$ cat config.mk
export PLATFORM = sky130hd
export DESIGN_NAME = bus_arbiter
export DESIGN_NICKNAME = d
export VERILOG_FILES = /design/src/rtl/bus_arbiter_pkg.sv /design/src/rtl/bus_arbiter_rr_pick.sv /design/src/rtl/bus_arbiter.sv
export SDC_FILE = /design/constraint.sdc
export NUM_CORES = 1
export LEC_CHECK = 0
export ABC_AREA = 1
export CORE_AREA = 5 5 51 53
export CTS_CLUSTER_DIAMETER = 50
export CTS_CLUSTER_SIZE = 24
export DETAILED_ROUTE_END_ITERATION = 8
export DIE_AREA = 0 0 56 58
export PLACE_DENSITY = 0.74
export REMOVE_ABC_BUFFERS = 1
export SYNTH_ARGS = -nofsm -noshare
export SYNTH_HDL_FRONTEND = slang
export SYNTH_HIERARCHICAL = 1
export SYNTH_SLANG_ARGS = --single-unit
$ cat constraint.sdc
create_clock -name clk -period 2.3 [get_ports clk]
set_input_delay 0.46 -clock clk [delete_from_list [all_inputs] [get_ports clk]]
set_output_delay 0.46 -clock clk [all_outputs]
set_load 0.02 [all_outputs]
$ cat src/rtl/bus_arbiter_pkg.sv
// Shared system-bus constants: channel count, owner index width, master ids,
// arbiter state encoding and the default grant-hold limit.
package bus_arbiter_pkg;

   localparam int BUS_MASTER_CH = 4;
   localparam int BUS_OWNER_W   = 2;

   localparam logic [BUS_OWNER_W-1:0] BUS_MASTER_0 = 2'd0;
   localparam logic [BUS_OWNER_W-1:0] BUS_MASTER_1 = 2'd1;
   localparam logic [BUS_OWNER_W-1:0] BUS_MASTER_2 = 2'd2;
   localparam logic [BUS_OWNER_W-1:0] BUS_MASTER_3 = 2'd3;

   localparam int BUS_TIMEOUT_CYC_DEFAULT = 256;

   typedef enum logic {
      BUS_ARB_STATE_IDLE  = 1'b0,
      BUS_ARB_STATE_GRANT = 1'b1
   } bus_arb_state_e;

endpackage

$ cat src/rtl/bus_arbiter_rr_pick.sv
// Round-robin picker: first active-high request found searching cyclically
// from start (rotate, priority-encode, un-rotate).
module bus_rr_pick
   import bus_arbiter_pkg::*;
#(
   parameter int N = BUS_MASTER_CH,
   parameter int W = BUS_OWNER_W
) (
   input  logic [N-1:0] req,
   input  logic [W-1:0] start,
   output logic         valid,
   output logic [W-1:0] idx
);

   logic [N-1:0] rot;
   logic [W-1:0] off;

   always_comb begin
      rot = '0;
      for (int i = 0; i < N; i++) begin
         rot[i] = req[(int'(start) + i) % N];
      end
      valid = |rot;
      off = '0;
      for (int i = N - 1; i >= 0; i--) begin
         if (rot[i]) begin
            off = W'(i);
         end
      end
      idx = W'((int'(start) + int'(off)) % N);
   end

endmodule

$ cat src/rtl/bus_arbiter.sv
// Round-robin system-bus arbiter with active-low request/grant and registered
// outputs. Optional grant-hold timeout is enabled by defining BUS_ARB_TIMEOUT_EN.
module bus_arbiter
   import bus_arbiter_pkg::*;
#(
   parameter int NUM_MASTERS = BUS_MASTER_CH,
   parameter int OWNER_W     = BUS_OWNER_W,
   parameter int TIMEOUT_CYC = BUS_TIMEOUT_CYC_DEFAULT
) (
   input  logic                   clk,
   input  logic                   reset,
   input  logic [NUM_MASTERS-1:0] m_req_,
   output logic [NUM_MASTERS-1:0] m_grnt_,
   output logic [OWNER_W-1:0]     owner,
   output logic                   bus_busy,
   output logic                   timeout_err,
   output logic [OWNER_W-1:0]     timeout_owner
);

   localparam logic [OWNER_W-1:0] LAST_IDX = OWNER_W'(NUM_MASTERS - 1);

   bus_arb_state_e         state_q, state_d;
   logic [NUM_MASTERS-1:0] grnt_q, grnt_d;
   logic [OWNER_W-1:0]     owner_q, owner_d;
   logic                   busy_q, busy_d;

   logic [NUM_MASTERS-1:0] req_raw, req_mask, pick_req, owner_bit;
   logic [OWNER_W-1:0]     pick_start, pick_idx;
   logic                   pick_valid, owner_req, timeout_hit, grant_new;

   assign req_raw    = ~m_req_;
   assign owner_bit  = NUM_MASTERS'(1) << owner_q;
   assign owner_req  = req_raw[owner_q];
   assign pick_start = (owner_q == LAST_IDX) ? '0 : owner_q + 1'b1;

   // The holder is never a candidate while it owns the bus, so a revoked
   // owner cannot win the re-arbitration that replaces it.
   assign pick_req = req_raw & ~req_mask &
                     ((state_q == BUS_ARB_STATE_GRANT) ? ~owner_bit : '1);

   bus_rr_pick #(
      .N (NUM_MASTERS),
      .W (OWNER_W)
   ) u_pick (
      .req   (pick_req),
      .start (pick_start),
      .valid (pick_valid),
      .idx   (pick_idx)
   );

   always_comb begin
      state_d   = state_q;
      grnt_d    = grnt_q;
      owner_d   = owner_q;
      busy_d    = busy_q;
      grant_new = 1'b0;
      case (state_q)
         BUS_ARB_STATE_IDLE: begin
            if (pick_valid) begin
               grant_new = 1'b1;
            end
         end
         BUS_ARB_STATE_GRANT: begin
            if (!owner_req || timeout_hit) begin
               if (pick_valid) begin
                  grant_new = 1'b1;
               end else begin
                  state_d = BUS_ARB_STATE_IDLE;
                  grnt_d  = '1;
                  busy_d  = 1'b0;
               end
            end
         end
      endcase
      if (grant_new) begin
         state_d = BUS_ARB_STATE_GRANT;
         grnt_d  = ~(NUM_MASTERS'(1) << pick_idx);
         owner_d = pick_idx;
         busy_d  = 1'b1;
      end
   end

   always_ff @(posedge clk) begin
      if (reset) begin
         state_q <= BUS_ARB_STATE_IDLE;
         grnt_q  <= '1;
         owner_q <= LAST_IDX;
         busy_q  <= 1'b0;
      end else begin
         state_q <= state_d;
         grnt_q  <= grnt_d;
         owner_q <= owner_d;
         busy_q  <= busy_d;
      end
   end

   assign m_grnt_  = grnt_q;
   assign owner    = owner_q;
   assign bus_busy = busy_q;

`ifdef BUS_ARB_TIMEOUT_EN
   localparam int CNT_W = (TIMEOUT_CYC > 2) ? $clog2(TIMEOUT_CYC) : 1;
   localparam logic [CNT_W-1:0] CNT_MAX = CNT_W'(TIMEOUT_CYC - 1);

   logic [CNT_W-1:0]       cnt_q, cnt_d;
   logic [NUM_MASTERS-1:0] mask_q, mask_d;
   logic                   err_q, err_d;
   logic [OWNER_W-1:0]     tout_q, tout_d;

   assign timeout_hit = (state_q == BUS_ARB_STATE_GRANT) && owner_req &&
                        (cnt_q == CNT_MAX);
   assign req_mask    = mask_q;

   // A revoked master stays masked until its request line goes high once.
   always_comb begin
      cnt_d  = '0;
      mask_d = mask_q & req_raw;
      err_d  = 1'b0;
      tout_d = tout_q;
      if ((state_d == BUS_ARB_STATE_GRANT) && !grant_new) begin
         cnt_d = cnt_q + 1'b1;
      end
      if (timeout_hit) begin
         mask_d[owner_q] = 1'b1;
         err_d           = 1'b1;
         tout_d          = owner_q;
      end
   end

   always_ff @(posedge clk) begin
      if (reset) begin
         cnt_q  <= '0;
         mask_q <= '0;
         err_q  <= 1'b0;
         tout_q <= '0;
      end else begin
         cnt_q  <= cnt_d;
         mask_q <= mask_d;
         err_q  <= err_d;
         tout_q <= tout_d;
      end
   end

   assign timeout_err   = err_q;
   assign timeout_owner = tout_q;
`else
   assign timeout_hit   = 1'b0;
   assign req_mask      = '0;
   assign timeout_err   = 1'b0;
   assign timeout_owner = '0;
`endif

endmodule

==> reports/qor.yml, run 1 <==
clockBufferDepth: 2
hp-class: "flop to flop"
async_flop_share_pct: 0
drv_cap: 0
synth-simple-area-share_pct: 52.2
yosys.area.top_type: "nand2_1"
cp-start-kind: "flop"
crit_arrival_ns: 2.45
vias_per_cell: 4.69
cts_made_buffers: 3
drive_above_1_share_pct: 38.3
synth_ff_type: "dfxtp_1"
synth-xor-area-share_pct: 1.11
n_antenna_cell: 0
synth_seq_cells: 8
routabilityCongestion: 0.761
cp.required_ns: 2.46
syn_area_sq_um: 791
die_y_um: 58
grt_pass1_vias: 914
synth.area.top_cells: "nand2_1 26%, dfxtp_1 20%, nand3_1 9.5%, ha_1 7.9%, inv_1 6.6%"
drt_pass1_iterations: 4
place_area_sq_um: 1000
start_util_pct: 37.6
grt_max_degree: 9
ios: 16
syn2layout_area_growth_pct: 54.1
vias: 892
ff2ff_path_depth: 18
hold_viol: 0
fp-row-count: 17
synth_top_family_by_area: "simple AND/OR/NAND/NOR gates"
yosysWarnings: 6
finalNonFillerCells: 190
finalSetupViolCount: 0
period_minus_slack_ns: 2.30
finalMaxSlewViolations: 0
synth-compound-area-share_pct: 4.43
nets: 175
critPathCaptureType: "flop"
dp_slack_ns: -0.317
whs_endpoint: "bus_busy"
max_freq_mhz: 436
clk_latency_ns: 0.26
antenna_found_initial: 0
ant_nets: 0
whs_path_depth: 2
drtIter0Drc: 14
synth-seq-area-share_pct: 20.3
hold_start: "bus_busy"
die_w_um: 56
grt_pass1_wl_um: 3490
synth_edf_count: 0
synthCells: 132
cts_tree: "built"
grt_overflow: 0
core_sq_um: 2110
route.detailed.drc: 0
h-tree-depth: 1
synth.top_cell.area_share_pct: 26.1
grt.total_usage_pct: 13.2
clock-sinks: 8
rr_endpoint: "m_grnt_[1]"
fin_util_pct: 57.9
synth_common_cells: "55 x nand2_1, 15 x nand3_1, 14 x inv_1"
setup_ws_ns: 0.00428
synthAdderAreaFrac_pct: 7.91
status: "completed"
critPathKind: "flop to flop"
rsz0062_at_grt: "true"
io_buffers: 12
path_clk_slew_ns: 0.06
die_area_sq_um: 3250
reg2reg_slack_ns: 0.004
synth_mux_area_share_pct: 0
synth_area_per_cell_sq_um: 5.99
period_share_pct: 99.8
ys_types: 19
wl_per_cell_um: 10.6
root_buffer: "clkbuf_4"
finalInstanceArea_sq_um: 1220
finalWirelength_um: 2020
crit_fanout: 5
r2r_start: "owner[0]"
hpwl_um: 1450
skew_ns: 0.00284
dp_cells: 181
yosysMostFrequentCell: "nand2_1"
==> flip-flops by register name, summed over array words and instances, names as in the netlist <==
name      flops
bus_busy      1
m_grnt_       4
owner         2
state_q       1
==> through the flow <==
| step | hold slack, ns | setup TNS, ns |
|---|---|---|
| global route | 0.510 | -0.551 |
| CTS | 0.477 | 0 |
| detailed placement | 0.459 | -1.40 |
| global placement | 0.455 | -1.09 |
| floorplan | 0.529 | -1.25 |
| finish | 0.471 | 0 |
==> critical path, cell delays in order, from the launching register on <==
cell and delay, ns:
dfxtp_4 0.37, buf_6 0.13, ha_4 0.15, a21oi_2 0.13
inv_1 0.08, nand2_1 0.06, nand2_1 0.05, nand2_1 0.10
nand3_2 0.09, a21oi_2 0.13, ha_2 0.19, xor2_2 0.17
inv_1 0.05, nand3_1 0.09, nand2_2 0.10, nor2_2 0.12
nand3_1 0.08, nand2_1 0.06, nand2_1 0.05
==> kinds of logic after synthesis <==
kind of cell,Yosys count
AOI/OAI and AO/OA,7
and+or+nand+nor,88
adders and majority gates,5
other,1
buffers and inverters,22
DFF,8
xor gates and xnor gates,1
==> layout by cell type (no fill, tap or decap), drive strengths merged <==
master         instances
nand2                 63
nor2                   4
dfxtp                  8
clkbuf                 3
or2                    1
conb                   3
nand3                 18
buf                   18
a21oi                  7
dlymetal6s2s           4
inv                   17
clkdlybuf4s50          8
nand3b                 2
ha                     5
xor2                   1
==> repair_timing <==
| action | CTS | global route |
|---|---|---|
| gates cloned | 1 | 0 |
| gates resized for setup | 24 | 19 |
| buffers inserted | 2 | 3 |
| pin swaps | 11 | 19 |
| setup endpoints to repair | 5 | 5 |
| hold buffers | 0 | 0 |
==> routing by layer <==
metal	vias up	track usage (%)	share of wire (%)	routed length (um)
met5	-	0	0	0
met4	0	6.78	1.5	31
met3	3	2.90	3.2	64
met2	20	24.9	52	1060
met1	403	13.7	43	865
li1	466	-	-	-
==> layout make-up <==
class / count / area, sq um
inverters: 17 / 76.3
repair buffers: 30 / 273
clock buffers: 3 / 22.5
fillers: 173 / 887
multi-input cells: 104 / 644
well taps: 28 / 35.0
flip-flops and latches: 8 / 168
==> worst max path at each step <==
stage	depth (start not counted)	startpoint	slack (ns)	to
after detailed placement	17	m_req_[3]	-0.32	m_grnt_[0]
after global routing	17	owner[1]	-0.16	m_grnt_[3]
after floorplan	17	owner[0]	-0.29	m_grnt_[0]
after CTS	18	m_req_[3]	0.004	m_grnt_[0]
final	18	owner[0]	0.004	m_grnt_[1]
after global placement	17	m_req_[0]	-0.25	m_grnt_[0]
Power of run 1 is left out: the tool's default activity adds up to more than one toggle a clock period on the data nets, which glitch-free logic cannot reach.
==> run 2: changes to the inputs <==
Settings changed: GPL_ROUTABILITY_DRIVEN set to 0.
==> results of run 2 <==
Same layout as run 1: the final DEF is identical, and so are final timing and power.
Power of run 2 is left out for the same reason.
==> run 3: changes to the inputs <==
Settings changed: SLEW_MARGIN set to 30.
==> results of run 3 <==
Same layout as run 1: the final DEF is identical, and so are final timing and power.
Power of run 3 is left out for the same reason.
